[src/rtl/prog_loader_if.sv]
// prog_loader_if: bundles the two buses of the program loader.
//   Byte stream (host -> loader): s_data, s_valid, s_ready
//     A byte is transferred on any rising edge with s_valid && s_ready.
//   RAM write port (loader -> instruction memory): wr_en, wr_addr, wr_data
//     wr_en is a one-cycle strobe; wr_addr/wr_data are valid while it is high.
// Modports:
//   master - host/memory side: drives the byte stream, observes the write port
//   slave  - loader side: accepts the byte stream, drives the write port
interface prog_loader_if;
  logic [7:0]  s_data;
  logic        s_valid;
  logic        s_ready;
  logic        wr_en;
  logic [4:0]  wr_addr;
  logic [20:0] wr_data;

  modport master (
    output s_data,
    output s_valid,
    input  s_ready,
    input  wr_en,
    input  wr_addr,
    input  wr_data
  );

  modport slave (
    input  s_data,
    input  s_valid,
    output s_ready,
    output wr_en,
    output wr_addr,
    output wr_data
  );
endinterface

[src/rtl/prog_loader.sv]
// prog_loader: writer side of a node's instruction memory.
// Receives a framed program as a byte stream, packs every 3 bytes into a
// 21-bit opcode and writes it to the instruction RAM. Frame layout:
//   header N (1..MAX_ENTRIES), 3*N data bytes (MSB first), checksum byte
//   checksum = XOR of header and all data bytes
// Ports:
//   clk         - system clock, all state on rising edge
//   reset       - asynchronous, active-low (0 = reset)
//   bus         - byte stream in + RAM write port out (prog_loader_if.slave)
//   num_entries - length of the last successfully loaded program (0 = none)
//   busy        - load in progress; used to hold the node in reset
//   load_done   - one-cycle pulse when a load completes with a good checksum
//   load_err    - sticky error: bad header or checksum mismatch
module prog_loader #(
  parameter int MAX_ENTRIES = 32,
  parameter int OPCODE_W    = 21
) (
  input  logic         clk,
  input  logic         reset,
  prog_loader_if.slave bus,
  output logic [5:0]   num_entries,
  output logic         busy,
  output logic         load_done,
  output logic         load_err
);

  typedef enum logic [1:0] {IDLE, DATA, CHECK, DONE} state_t;

  state_t              state;
  state_t              state_next;

  logic [5:0]          n_reg;
  logic [4:0]          addr;
  logic [1:0]          byte_idx;
  logic [7:0]          csum;
  // Holds {b0[4:0], b1} once two bytes of an opcode are in; b0[7:5] fall off.
  logic [12:0]         asm_reg;
  logic [OPCODE_W-1:0] packed_op;

  logic                ready;
  logic                hdr_ok;
  logic                last_opcode;
  logic                hdr_take;
  logic                hdr_bad;
  logic                data_take;
  logic                opcode_done;
  logic                chk_ok;
  logic                chk_bad;

  logic                wr_en_r;
  logic [4:0]          wr_addr_r;
  logic [OPCODE_W-1:0] wr_data_r;

  assign bus.s_ready = ready;
  assign bus.wr_en   = wr_en_r;
  assign bus.wr_addr = wr_addr_r;
  assign bus.wr_data = wr_data_r;

  assign hdr_ok      = (bus.s_data != 8'd0) && (32'(bus.s_data) <= 32'(MAX_ENTRIES));
  assign last_opcode = ({1'b0, addr} == (n_reg - 6'd1));
  assign packed_op   = {asm_reg, bus.s_data};

  // State register.
  always_ff @(posedge clk or negedge reset) begin
    if (!reset) state <= IDLE;
    else        state <= state_next;
  end

  // Next state and per-cycle strobes. s_ready is gated by reset so that
  // every output reads 0 while reset is held.
  always_comb begin
    state_next  = state;
    ready       = 1'b0;
    hdr_take    = 1'b0;
    hdr_bad     = 1'b0;
    data_take   = 1'b0;
    opcode_done = 1'b0;
    chk_ok      = 1'b0;
    chk_bad     = 1'b0;
    case (state)
      IDLE: begin
        ready = reset;
        if (bus.s_valid && reset) begin
          if (hdr_ok) begin
            hdr_take   = 1'b1;
            state_next = DATA;
          end else begin
            hdr_bad = 1'b1;
          end
        end
      end
      DATA: begin
        ready = 1'b1;
        if (bus.s_valid) begin
          data_take = 1'b1;
          if (byte_idx == 2'd2) begin
            opcode_done = 1'b1;
            if (last_opcode) state_next = CHECK;
          end
        end
      end
      CHECK: begin
        ready = 1'b1;
        if (bus.s_valid) begin
          if (bus.s_data == csum) begin
            chk_ok     = 1'b1;
            state_next = DONE;
          end else begin
            chk_bad    = 1'b1;
            state_next = IDLE;
          end
        end
      end
      DONE: begin
        state_next = IDLE;
      end
      default: begin
        state_next = IDLE;
      end
    endcase
  end

  // Datapath: counters, checksum, opcode assembly, RAM write and status.
  // addr only advances after a non-final write so it never wraps past N-1.
  always_ff @(posedge clk or negedge reset) begin
    if (!reset) begin
      n_reg       <= '0;
      addr        <= '0;
      byte_idx    <= '0;
      csum        <= '0;
      asm_reg     <= '0;
      wr_en_r     <= 1'b0;
      wr_addr_r   <= '0;
      wr_data_r   <= '0;
      num_entries <= '0;
      busy        <= 1'b0;
      load_done   <= 1'b0;
      load_err    <= 1'b0;
    end else begin
      wr_en_r   <= opcode_done;
      load_done <= chk_ok;
      if (hdr_take) begin
        n_reg    <= bus.s_data[5:0];
        csum     <= bus.s_data;
        addr     <= '0;
        byte_idx <= '0;
        load_err <= 1'b0;
        busy     <= 1'b1;
      end
      if (hdr_bad) load_err <= 1'b1;
      if (data_take) begin
        csum     <= csum ^ bus.s_data;
        asm_reg  <= {asm_reg[4:0], bus.s_data};
        byte_idx <= opcode_done ? 2'd0 : byte_idx + 2'd1;
      end
      if (opcode_done) begin
        wr_addr_r <= addr;
        wr_data_r <= packed_op;
        if (!last_opcode) addr <= addr + 5'd1;
      end
      if (chk_ok) begin
        num_entries <= n_reg;
        busy        <= 1'b0;
      end
      if (chk_bad) begin
        load_err <= 1'b1;
        busy     <= 1'b0;
      end
    end
  end

endmodule

[src/flat_wrapper.sv]
// flat-port wrapper written by rule: the top's interface ports become plain ports
module prog_loader_flat 
#(
  parameter int MAX_ENTRIES = 32,
  parameter int OPCODE_W    = 21
)
  (clk, reset, num_entries, busy, load_done, load_err, bus_s_data, bus_s_valid, bus_s_ready, bus_wr_en, bus_wr_addr, bus_wr_data);
  prog_loader_if bus_i ();
  input  logic clk;
  input  logic reset;
  output logic [5:0] num_entries;
  output logic busy;
  output logic load_done;
  output logic load_err;
  input wire logic [$bits(bus_i.s_data)-1:0] bus_s_data;
  input wire logic [$bits(bus_i.s_valid)-1:0] bus_s_valid;
  output wire logic [$bits(bus_i.s_ready)-1:0] bus_s_ready;
  output wire logic [$bits(bus_i.wr_en)-1:0] bus_wr_en;
  output wire logic [$bits(bus_i.wr_addr)-1:0] bus_wr_addr;
  output wire logic [$bits(bus_i.wr_data)-1:0] bus_wr_data;
  assign bus_i.s_data = bus_s_data;
  assign bus_i.s_valid = bus_s_valid;
  assign bus_s_ready = bus_i.s_ready;
  assign bus_wr_en = bus_i.wr_en;
  assign bus_wr_addr = bus_i.wr_addr;
  assign bus_wr_data = bus_i.wr_data;
  prog_loader #(.MAX_ENTRIES(MAX_ENTRIES), .OPCODE_W(OPCODE_W)) u_core (.clk(clk), .reset(reset), .bus(bus_i), .num_entries(num_entries), .busy(busy), .load_done(load_done), .load_err(load_err));
endmodule
[config.mk]
export PLATFORM = sky130hd
export DESIGN_NAME = prog_loader_flat
export DESIGN_NICKNAME = d
export VERILOG_FILES = /design/src/rtl/prog_loader_if.sv /design/src/rtl/prog_loader.sv /design/src/flat_wrapper.sv
export SDC_FILE = /design/constraint.sdc
export NUM_CORES = 1
export LEC_CHECK = 0
export ABC_CLOCK_PERIOD_IN_PS = 5600
export CORE_AREA = 2 2 85 87
export DETAILED_ROUTE_END_ITERATION = 10
export DIE_AREA = 0 0 87 89
export DONT_BUFFER_PORTS = 1
export HOLD_SLACK_MARGIN = 0.03
export PLACE_DENSITY = 0.65
export SLEW_MARGIN = 20
export SYNTH_ARGS = -nofsm -noshare
export SYNTH_HDL_FRONTEND = slang
export SYNTH_SLANG_ARGS = --single-unit
[constraint.sdc]
create_clock -name clk -period 5.6 [get_ports clk]
set_clock_uncertainty 0.15 [all_clocks]
set_input_delay 0.56 -clock clk [delete_from_list [all_inputs] [get_ports clk]]
set_output_delay 0.56 -clock clk [all_outputs]
set_load 0.05 [all_outputs]
# --- After elaboration in Yosys (flattened, before gate mapping) ---
# Cells that the tools add are included.
word_totals:
  wordCells: 79
  reg_bits: 72
  out_inout_bits: 37
  inputBits: 11
classes:
  n_mux: 40
  order_cmp: 1
  add_sub_neg: 3
  eq_ne: 12
  reduce_logical: 9
  bitwise_logic: 1
op_table:
  columns: ["operator", "count"]
  rows:
  - ["$mux W1", 23]
  - ["$mux W2", 10]
  - ["$mux W8", 2]
  - ["$mux W5", 3]
  - ["$eq A8 B8 Y1", 1]
  - ["$le A8 B6 Y1 const B", 1]
  - ["$ne A2 B1 Y1 const B", 4]
  - ["$pmux W2 S4", 1]
  - ["$reduce_bool A8 Y1", 1]
  - ["$xor A8 B8 Y8", 1]
  - ["$eq A2 B2 Y1 const B", 3]
  - ["$eq A5 B6 Y1", 1]
  - ["$reduce_and A6 Y1", 1]
  - ["$reduce_bool A3 Y1", 2]
  - ["$sub A6 B1 Y6 const B", 1]
  - ["$add A5 B1 Y5 const B", 1]
  - ["$ne A2 B2 Y1 const B", 2]
  - ["$add A2 B1 Y2 const B", 1]
  - ["$eq A2 B1 Y1 const B", 1]
  - ["$logic_and A1 B1 Y1", 2]
  - ["$logic_not A2 Y1", 1]
  - ["$pmux W1 S2", 1]
  - ["$reduce_bool A2 Y1", 1]
  - ["$reduce_or A2 Y1", 1]

# --- Depth between registers and ports, before layout ---
# Gate-level depths: netlist (run 1).
logic_depth:
  word_depth: 8
  ltp_mapped: 9

# --- Worst setup path before layout (run 1) ---
# Ideal clock, no wire load.
synth_timing:
  path_type: "in2reg"
  start: "input bus_s_data[0]"
  end: "register u_core.load_err"
  slack_ns: 3.094
  t_required_ns: 5.329
  arrival_time_ns: 2.235
  setup_ns: 0.121
  path_buffers: 1
  cell_stages: 7
  path_cell_list: "buf_2 -> or4_4 -> o21a_1 -> nor3_4 -> inv_2 -> a32o_1 -> a22o_1"
synth_between:
  elab_chain_cells: 7
synth_lines:
  columns: ["item", "line", "text"]
  rows:
  - ["start, declared", "flat_wrapper.sv:15", "input wire logic [$bits(bus_i.s_data)-1:0] bus_s_data;"]
  - ["$le A8 B6 Y1 or $reduce_bool A8 Y1 (tied branches)", "prog_loader.sv:59", "assign hdr_ok = (bus.s_data != 8'd0) && (32'(bus.s_data) <= 32'(MAX_ENTRIES));"]
  - ["$logic_and A1 B1 Y1", "prog_loader.sv:59", null]
  - ["$mux W1", "prog_loader.sv:84", "if (hdr_ok) begin"]
  - ["$mux W1", "prog_loader.sv:83", "if (bus.s_valid && reset) begin"]
  - ["$mux W1", "prog_loader.sv:80", "case (state)"]
  - ["$mux W1", "prog_loader.sv:150", "if (hdr_bad) load_err <= 1'b1;"]
  - ["$mux W1", "prog_loader.sv:165", "if (chk_bad) begin"]
  - ["end signal, assigned", "prog_loader.sv:147", "load_err <= 1'b0;"]
  - ["end signal, assigned", "prog_loader.sv:150", null]
  - ["end signal, assigned", "prog_loader.sv:166", "load_err <= 1'b1;"]
  - ["end, declared", "prog_loader.sv:24", "output logic load_err"]
# Parallel ways exist; a longest one is shown, timed or not.
# A chain may end at the register's enable or synchronous reset.

# --- Worst setup path in the final report (run 1) ---
layout_timing:
  start: "register u_core.state[0]"
  end: "output bus_s_ready"
layout_between:
  elab_chain_cells: 3
layout_lines:
  columns: ["item", "line", "text"]
  rows:
  - ["start, declared", "prog_loader.sv:29", "state_t state;"]
  - ["start signal, assigned", "prog_loader.sv:66", "else state <= state_next;"]
  - ["$eq A2 B1 Y1 or $eq A2 B2 Y1 (tied branches)", "prog_loader.sv:80", null]
  - ["$reduce_or A2 Y1 (no source line)", null, null]
  - ["$pmux W1 S2 *", "prog_loader.sv:80", null]
  - ["end, declared", "flat_wrapper.sv:17", "output wire logic [$bits(bus_i.s_ready)-1:0] bus_s_ready;"]
# Every way passes the cells marked *; elsewhere a longest branch is shown, timed or not.

==> results.yml, run 1 <==
clock_network:
  clock_sinks: 72
  clkSlewWorstSetupHoldPaths_ps: 80
  cts_root_buffer: "clkbuf_8"
  clock_latency_ps: 350
  h-tree-depth: 3
  cts_tree: "yes"
  clockBufferDepth: 2
  cts_inserted_buffers: 9
  cts_resized: 0
worst_setup_path:
  worst-path-max-fanout: 5
  critPathSlowestCell: "nor2_1"
  critical_path_class: "flip-flop to output port"
  cp.buffers_inverters: 1
  cp_data_required_time_ps: 4890
  crit_chain: "inv_1, ha_1, a21oi_1, nor2_1"
  critPathTopFamily: "simple AND/OR/NAND/NOR gates"
  startpoint_type: "flip-flop"
  endpoint_kind: "output port"
  cp.arrival_ps: 1930
  worst_path_largest_cell_delay_ps: 700
yosys:
  ys_seq_area_share_pct: 55.3
  synth-main-ff-cell: "dfrtp_1"
  ys.warnings.count: 0
  synth_seq_cells: 72
  synth_area_leaders: "dfrtp_1, mux2_2, nand2_1"
  synth_nets: 311
  syn_area_sq_um: 3260
  synth_edf_count: 0
  async_reset_ff_share_pct: 100
  ys_types: 46
  synthCells: 293
  yosys.area.top_type: "dfrtp_1"
  netlist.area_leader.share_pct: 55.3
  postSynthAreaPerCell_sq_um: 11.1
final_layout:
  finalNonFillerCells: 377
  drive_above_1_share_pct: 22.2
  area_growth_pct: 9.21
  final_cell_mix: "dfrtp_1, nand2_1, mux2_2"
  mostFrequentLayoutCell: "dfrtp_1"
  final_util_pct: 53.0
  final_area_sq_um: 3560
  largest_reg_flops: 21
  nFillCells: 586
  nets: 310
  antenna_cells: 0
sta:
  tightest_slew_ps: 909
  fin_hold_ws_ps: 165
  finalHoldViolations: 0
  slew_viol_final: 0
  maxSlewHeadroom_pct: 39.2
  fin_crit_sh_pct: 47.1
  tns_ps: 0
  min_period_ps: 2640
  setup_ws_ps: 2960
  fmax_mhz: 379
  setup-violations-final: 0
  rsz0062_at_grt: "false"
detailed_routing:
  drt_wl_total_microns: 6320
  post_drt_wl_per_cell_microns: 16.8
  drtIter0Drc: 66
  drc: 0
  drtAntennaViolNets: 0
  viasPerCell: 5.66
  vias: 2135
  first_pass_iters: 4
floorplanning:
  initial_utilization_pct: 48.5
  die_area_sq_um: 7740
  core_sq_um: 6720
  num_rows: 30
  die_h_microns: 89
  fp.dieW_microns: 87
  boundaryPins: 48
global_route:
  busiest_layer: "met2"
  grt_pass1_vias: 2177
  grt-ovfl-total: 0
  grt_first_pass_wirelength_microns: 10900
  met2_usage_pct: 27.9
  gr-usage-met1_pct: 25.0
  use_met3_pct: 4.34
  grt_max_degree: 73
  grtUsageTotal_pct: 18.2
  grt_antenna_before_repair: 0
placed_design:
  post-place-ws_ps: 2770
  port_buffers: 0
  place_area_sq_um: 3300
  place.gp.congestion: 0.783
  dp.cells: 359
  dpl.hpwl_microns: 4070
power_and_ir_drop:
  ir_drop_v: 0.000247
  cellPowerDensity_nw_per_um2: 586
  total_power_mw: 2.09
  p_leak_nw: 1.69
hold_path:
  hold_class: "primary input to flip-flop"
status:
  status: "finished clean"
flow_run:
  drv_cap: 0
synth_stat cells (2+ instances only):
cell,number
o21a_1,2
ha_1,7
xnor2_1,2
a21oi_1,4
clkbuf_1,9
a21oi_2,4
o21ai_0,9
nand3_1,9
mux2i_1,2
dfrtp_1,72
buf_2,5
inv_1,8
nor2_1,17
o21ai_1,2
a311oi_2,4
nor3_1,3
nand2_1,60
xor2_1,13
nor4_1,2
a311oi_1,2
mux2_2,32
worst register-to-register path, stage by stage (launching register included):
cell,delay (ps)
dfrtp_1,430
inv_1,80
ha_1,260
o21ba_2,220
a221oi_1,300
a41oi_1,100
o21ai_1,590
mux2i_1,170
a21o_1,200
kinds of logic (layout without fill, tap and decap cells):
group / after synthesis / after routing / synth area share (%)
simple gates: 100 / 100 / 13.4
flops: 72 / 72 / 55.3
compound gates: 41 / 41 / 9.86
mux: 34 / 34 / 11.7
buf+inv: 24 / 28 / 3.07
xor+xnor: 15 / 15 / 4.03
fa+ha+maj: 7 / 7 / 2.69
final cells by class:
| type | instances | area (sq um) | share of cell area, % |
|---|---|---|---|
| clock inverter | 7 | 95.1 | 2.67 |
| inverter | 9 | 33.8 | 0.949 |
| tap | 80 | 100 | 2.81 |
| multi-input combinational | 197 | 1360 | 38.2 |
| clock buffer | 9 | 124 | 3.48 |
| sequential | 72 | 1800 | 50.6 |
| timing repair buffer | 3 | 45.0 | 1.26 |
worst paths after layout:
check                                         from                 end  slack (ps)  depth (start not counted)
worst max-delay path               u_core.state[0]         bus_s_ready        2960                          4
worst min-delay path                 bus_s_data[4]      u_core.csum[4]         160                          1
worst max register to register     u_core.n_reg[0]      u_core.addr[2]        3000                          8
worst min register to register  u_core.asm_reg[12]  u_core.asm_reg[12]         330                          2
max in group asynchronous                    reset      u_core.csum[3]        4370                          2
min in group asynchronous                    reset     u_core.n_reg[4]         630                          2
power breakdown:
group	internal, mW	leakage (nW)	total (mW)	switching (mW)
sequential	0.704	0.935	1.13	0.430
clock	0.251	0.110	0.453	0.202
combinational	0.231	0.646	0.500	0.269
layer usage:
layer,vias up,part of all wire (%)
met5,-,0
met4,0,1.7
li1,1002,-
met3,9,5.2
met2,54,46
met1,1070,47
timing repair:
| action | 4_1_cts | 5_1_grt |
|---|---|---|
| hold buffers | 2 | 0 |
| buffers inserted | 0 | 0 |
| endpoints found under the hold margin | 72 | 0 |
Power figures use the tool's default switching activity.
==> run 2, diff against run 1 <==
--- a/config.mk
+++ b/config.mk
@@ -5,7 +5,7 @@
 export SDC_FILE = /design/constraint.sdc
 export NUM_CORES = 1
 export LEC_CHECK = 0
-export ABC_CLOCK_PERIOD_IN_PS = 5600
+export ABC_CLOCK_PERIOD_IN_PS = 2700
 export CORE_AREA = 2 2 85 87
 export DETAILED_ROUTE_END_ITERATION = 10
 export DIE_AREA = 0 0 87 89
==> constraint.sdc (replaced) <==
create_clock -name clk -period 2.7 [get_ports clk]
set_clock_uncertainty 0.15 [all_clocks]
set_input_delay 0.27 -clock clk [delete_from_list [all_inputs] [get_ports clk]]
set_output_delay 0.27 -clock clk [all_outputs]
set_load 0.05 [all_outputs]
==> run 2 against run 1 <==
Highest routed layer unchanged. Critical path depth grew 3. Critical path type is now flip-flop to flip-flop. Cell count grew 4.2%. Register-to-register slack lost 2600 ps. First-iteration DRC count grew 68%. Critical endpoint is now u_core.csum[0]. Non-clock buffer count grew 16. Via count grew 3.2%.
==> results.yml, run 2 (same netlist as run 1, synthesis figures left out) <==
status:
  status: "finished clean"
sta:
  fmax_mhz: 444
  rsz0062_at_grt: "false"
  tightest_slew_ps: 514
  setup-violations-final: 0
  min_period_ps: 2250
  fin_crit_sh_pct: 83.4
  maxSlewHeadroom_pct: 65.7
  slew_viol_final: 0
  finalHoldViolations: 0
  tns_ps: 0
  setup_ws_ps: 447
  fin_hold_ws_ps: 66.2
worst_setup_path:
  crit_start: "u_core.state[0]"
  ff2ff_setup_slack_ps: 450
  worst-path-max-fanout: 8
  endpoint_kind: "flip-flop"
  r2r_cells: 7
  rr_startpoint: "u_core.state[0]"
  timing.rr.end: "u_core.csum[0]"
  critical_path_class: "flip-flop to flip-flop"
  cp.arrival_ps: 2360
  cp_data_required_time_ps: 2810
  crit_end: "u_core.csum[0]"
  startpoint_type: "flip-flop"
floorplanning:
  num_rows: 30
  boundaryPins: 48
  initial_utilization_pct: 48.5
  fp.dieW_microns: 87
  die_area_sq_um: 7740
  die_h_microns: 89
  core_sq_um: 6720
final_layout:
  antenna_cells: 0
  nets: 326
  finalNonFillerCells: 393
  nFillCells: 590
  mostFrequentLayoutCell: "dfrtp_1"
  area_growth_pct: 14.6
  largest_reg_flops: 21
  final_cell_mix: "dfrtp_1, nand2_1, mux2_2"
  drive_above_1_share_pct: 23.3
power_and_ir_drop:
  cellPowerDensity_nw_per_um2: 1210
  p_leak_nw: 1.78
  ir_drop_v: 0.000636
  total_power_mw: 4.50
clock_network:
  cts_inserted_buffers: 9
  cts_tree: "yes"
  clkSlewWorstSetupHoldPaths_ps: 80
  cts_root_buffer: "clkbuf_8"
  cts_resized: 0
  h-tree-depth: 3
  clock_sinks: 72
  clock_latency_ps: 350
  clockBufferDepth: 2
  cts_setup_buffers: 0
placed_design:
  place.gp.congestion: 0.803
  post-place-ws_ps: 354
  dpl.hpwl_microns: 4180
  dp.cells: 366
  port_buffers: 0
detailed_routing:
  drc: 0
  drtAntennaViolNets: 0
  drtIter0Drc: 111
  drt_wl_total_microns: 6750
  viasPerCell: 5.61
  post_drt_wl_per_cell_microns: 17.2
  first_pass_iters: 4
  vias: 2203
global_route:
  grt_first_pass_wirelength_microns: 10900
  grt_max_degree: 73
  grtUsageTotal_pct: 18.5
  grt_pass1_vias: 2150
  grt-ovfl-total: 0
  grt_antenna_before_repair: 0
flow_run:
  drv_cap: 0
hold_path:
  hold_class: "primary input to flip-flop"
## run 2: cell count changes in the layout (fill, tap and decap cells not counted), sizes merged
cell / before / now
dlygate4sd3: 1 / 10
buf: 2 / 9
clkinv: 3 / 1
bufinv: 2 / 3
clkbuf: 9 / 10
## run 2: worst max-delay path: stages (launching register included)
cell and delay [ps]:
dfrtp_1 420, inv_1 120, ha_1 270, nand4_1 170, nor3_4 300, or2_1 390, a21oi_2 100, a311oi_2 240
## run 2: layout make-up
type | count | area, sq um | share of cell area, %
repair buffers | 19 | 188 | 5.02
multi-input cells | 197 | 1360 | 36.4
inverters | 9 | 33.8 | 0.904
flip-flops and latches | 72 | 1800 | 48.2
well taps | 80 | 100 | 2.68
clock buffers | 10 | 138 | 3.68
clock inverters | 6 | 115 | 3.08
## run 2: routing by layer
layer	routed length, microns	up-vias	global-route usage (%)
met5	0	-	0
met4	59	0	6.82
met3	367	5	6.37
met2	3150	47	28.5
met1	3180	1114	24.5
li1	-	1037	-
## run 2: worst min-delay path by stage
stage                     cells after the start  slack (ps)               to   from
after global routing                          2          80  u_core.load_err  reset
after detailed placement                      0        -170  u_core.load_err  reset
after CTS                                     2          50  u_core.load_err  reset
final                                         2          70  u_core.load_err  reset
after floorplan                               0        -180   u_core.addr[0]  reset
after global placement                        0        -170  u_core.load_err  reset
## run 2: per-stage QoR
step	cell area (sq um)	utilization [%]
2_1_floorplan	3260	-
3_3_place_gp	3360	50.0
3_5_place_dp	3360	50.0
4_1_cts	3740	55.6
6_report	3740	55.6
5_1_grt	3740	55.6
## run 2: what timing repair did
item                                    in CTS  in global routing
hold buffers                                11                  0
endpoints found under the setup margin       0                  0
endpoints found under the hold margin      104                  0
## run 2: power by group
part	total, mW	internal, mW	switching [mW]
clock	1.07	0.644	0.423
combinational	1.09	0.520	0.571
sequential	2.35	1.46	0.887
total	4.50	2.62	1.88
==> run 3, diff against run 2 <==
--- a/config.mk
+++ b/config.mk
@@ -5,7 +5,7 @@
 export SDC_FILE = /design/constraint.sdc
 export NUM_CORES = 1
 export LEC_CHECK = 0
-export ABC_CLOCK_PERIOD_IN_PS = 2700
+export ABC_CLOCK_PERIOD_IN_PS = 2350
 export CORE_AREA = 2 2 85 87
 export DETAILED_ROUTE_END_ITERATION = 10
 export DIE_AREA = 0 0 87 89
==> constraint.sdc (replaced) <==
create_clock -name clk -period 2.35 [get_ports clk]
set_clock_uncertainty 0.15 [all_clocks]
set_input_delay 0.235 -clock clk [delete_from_list [all_inputs] [get_ports clk]]
set_output_delay 0.235 -clock clk [all_outputs]
set_load 0.05 [all_outputs]
==> run 3 against run 2 <==
Register-to-register slack got worse by 270 ps. Utilization fell by 0.35 points. First-iteration DRC count rose by 2.7%. Design area fell by 0.64%. Global-route usage rose by 0.68 points. Die area did not move. Fmax rose by 3.8%. Non-clock buffer count rose by 4. Sequential share of layout area rose by 0.31 points. Flip-flop and latch count did not move. Critical path type unchanged. Largest power group unchanged.
==> results.yml, run 3 (same netlist as run 1, synthesis figures left out) <==
global_route:
  grt-ovfl-total: 0
  grt_antenna_before_repair: 0
  grt_pass1_vias: 2171
  grt_max_degree: 73
  grtUsageTotal_pct: 19.2
  grt_first_pass_wirelength_microns: 11400
worst_setup_path:
  cp_data_required_time_ps: 2430
  endpoint_kind: "flip-flop"
  crit_end: "u_core.addr[4]"
  ff2ff_setup_slack_ps: 180
  critical_path_class: "flip-flop to flip-flop"
  rr_startpoint: "u_core.n_reg[1]"
  timing.rr.end: "u_core.addr[4]"
  worst-path-max-fanout: 11
  worst_path_largest_cell_delay_ps: 390
  crit_chain: "inv_1, ha_1, o21ba_2, a221oi_1, a41oi_1, o21ai_0, buf_4, nor2_1, a31o_2"
  crit_start: "u_core.n_reg[1]"
  critPathSlowestCell: "dfrtp_1"
  startpoint_type: "flip-flop"
  cp.arrival_ps: 2250
  r2r_cells: 9
detailed_routing:
  drtIter0Drc: 114
  drc: 0
  first_pass_iters: 4
  vias: 2211
  post_drt_wl_per_cell_microns: 17.2
  drt_wl_total_microns: 6820
  viasPerCell: 5.57
  drtAntennaViolNets: 0
sta:
  min_period_ps: 2170
  tns_ps: 0
  finalHoldViolations: 0
  fin_crit_sh_pct: 92.4
  fmax_mhz: 461
  tightest_slew_ps: 486
  maxSlewHeadroom_pct: 67.6
  rsz0062_at_grt: "false"
  slew_viol_final: 0
  setup-violations-final: 0
final_layout:
  largest_reg_flops: 21
  antenna_cells: 0
  final_area_sq_um: 3710
  drive_above_1_share_pct: 23.7
  area_growth_pct: 13.9
  nets: 330
  mostFrequentLayoutCell: "dfrtp_1"
  final_util_pct: 55.3
  final_cell_mix: "dfrtp_1, nand2_1, mux2_2"
  finalNonFillerCells: 397
floorplanning:
  die_area_sq_um: 7740
  fp.dieW_microns: 87
  die_h_microns: 89
  initial_utilization_pct: 48.5
  boundaryPins: 48
  core_sq_um: 6720
  num_rows: 30
placed_design:
  dpl.hpwl_microns: 4250
  place_area_sq_um: 3380
  place.gp.congestion: 0.825
  dp.cells: 369
  port_buffers: 0
clock_network:
  cts_tree: "yes"
  clock_sinks: 72
  clockBufferDepth: 2
  cts_resized: 0
  clkSlewWorstSetupHoldPaths_ps: 80
  h-tree-depth: 3
  clock_latency_ps: 340
  cts_setup_buffers: 0
  cts_inserted_buffers: 9
  cts_root_buffer: "clkbuf_8"
status:
  status: "finished clean"
power_and_ir_drop:
  p_leak_nw: 1.77
  cellPowerDensity_nw_per_um2: 1330
  ir_drop_v: 0.000744
  total_power_mw: 4.95
flow_run:
  drv_cap: 0
hold_path:
  hold_class: "primary input to flip-flop"
==> run 3: cell types whose count changed in the layout (fill, tap and decap cells not counted), sizes merged <==
cell,delta
bufinv,-2
buf,+3
dlygate4sd3,+1
clkinv,+2
==> run 3: layout make-up <==
cell class | count | area (sq um)
flip-flops and latches | 72 | 1800
clock buffers | 10 | 128
clock inverters | 6 | 68.8
repair buffers | 23 | 220
well taps | 80 | 100
multi-input cells | 197 | 1360
inverters | 9 | 33.8
fillers | 576 | 3010
==> run 3: power by group <==
| group | internal (mW) | switching, mW | leakage, nW |
|---|---|---|---|
| logic | 0.609 | 0.680 | 0.737 |
| registers | 1.68 | 1.02 | 0.935 |
| clock network | 0.496 | 0.471 | 0.0968 |
| total | 2.78 | 2.17 | 1.77 |
==> run 3: metrics by stage <==
step | hold slack [ps] | worst slack, ps
5_1_grt | 149 | 14.6
4_1_cts | 86.7 | 179
3_5_place_dp | -207 | 184
6_report | 117 | 180
3_3_place_gp | -207 | 203
2_1_floorplan | -211 | 53.2
==> run 3: routing by layer <==
| layer | global-route usage, % | vias up | wire [microns] |
|---|---|---|---|
| li1 | - | 1046 | - |
| met1 | 27.5 | 1079 | 3230 |
| met2 | 27.6 | 69 | 3050 |
| met3 | 5.26 | 17 | 366 |
| met4 | 8.10 | 0 | 173 |
| met5 | 0 | - | 0 |
==> run 3: how the worst min path moves through the flow <==
stage,startpoint,to,cells after the start
after floorplan,reset,u_core.addr[0],0
after global placement,reset,u_core.load_err,0
after detailed placement,reset,u_core.load_err,0
after CTS,bus_s_valid,u_core.state[1],4
after global routing,bus_s_valid,u_core.state[1],4
final,bus_s_valid,u_core.state[1],4
==> run 3: repair_timing <==
action | in CTS | in global routing
setup endpoints to repair | 0 | 0
endpoints found under the hold margin | 104 | 0
hold buffers | 12 | 0
==> run 3: worst max-delay path, delay by kind of cell (launching register included) <==
kind / cells / cell delay (ps)
buf+inv: 2 / 260
flops: 1 / 390
simple gates: 1 / 60
compound gates: 5 / 970
fa+ha+maj: 1 / 230
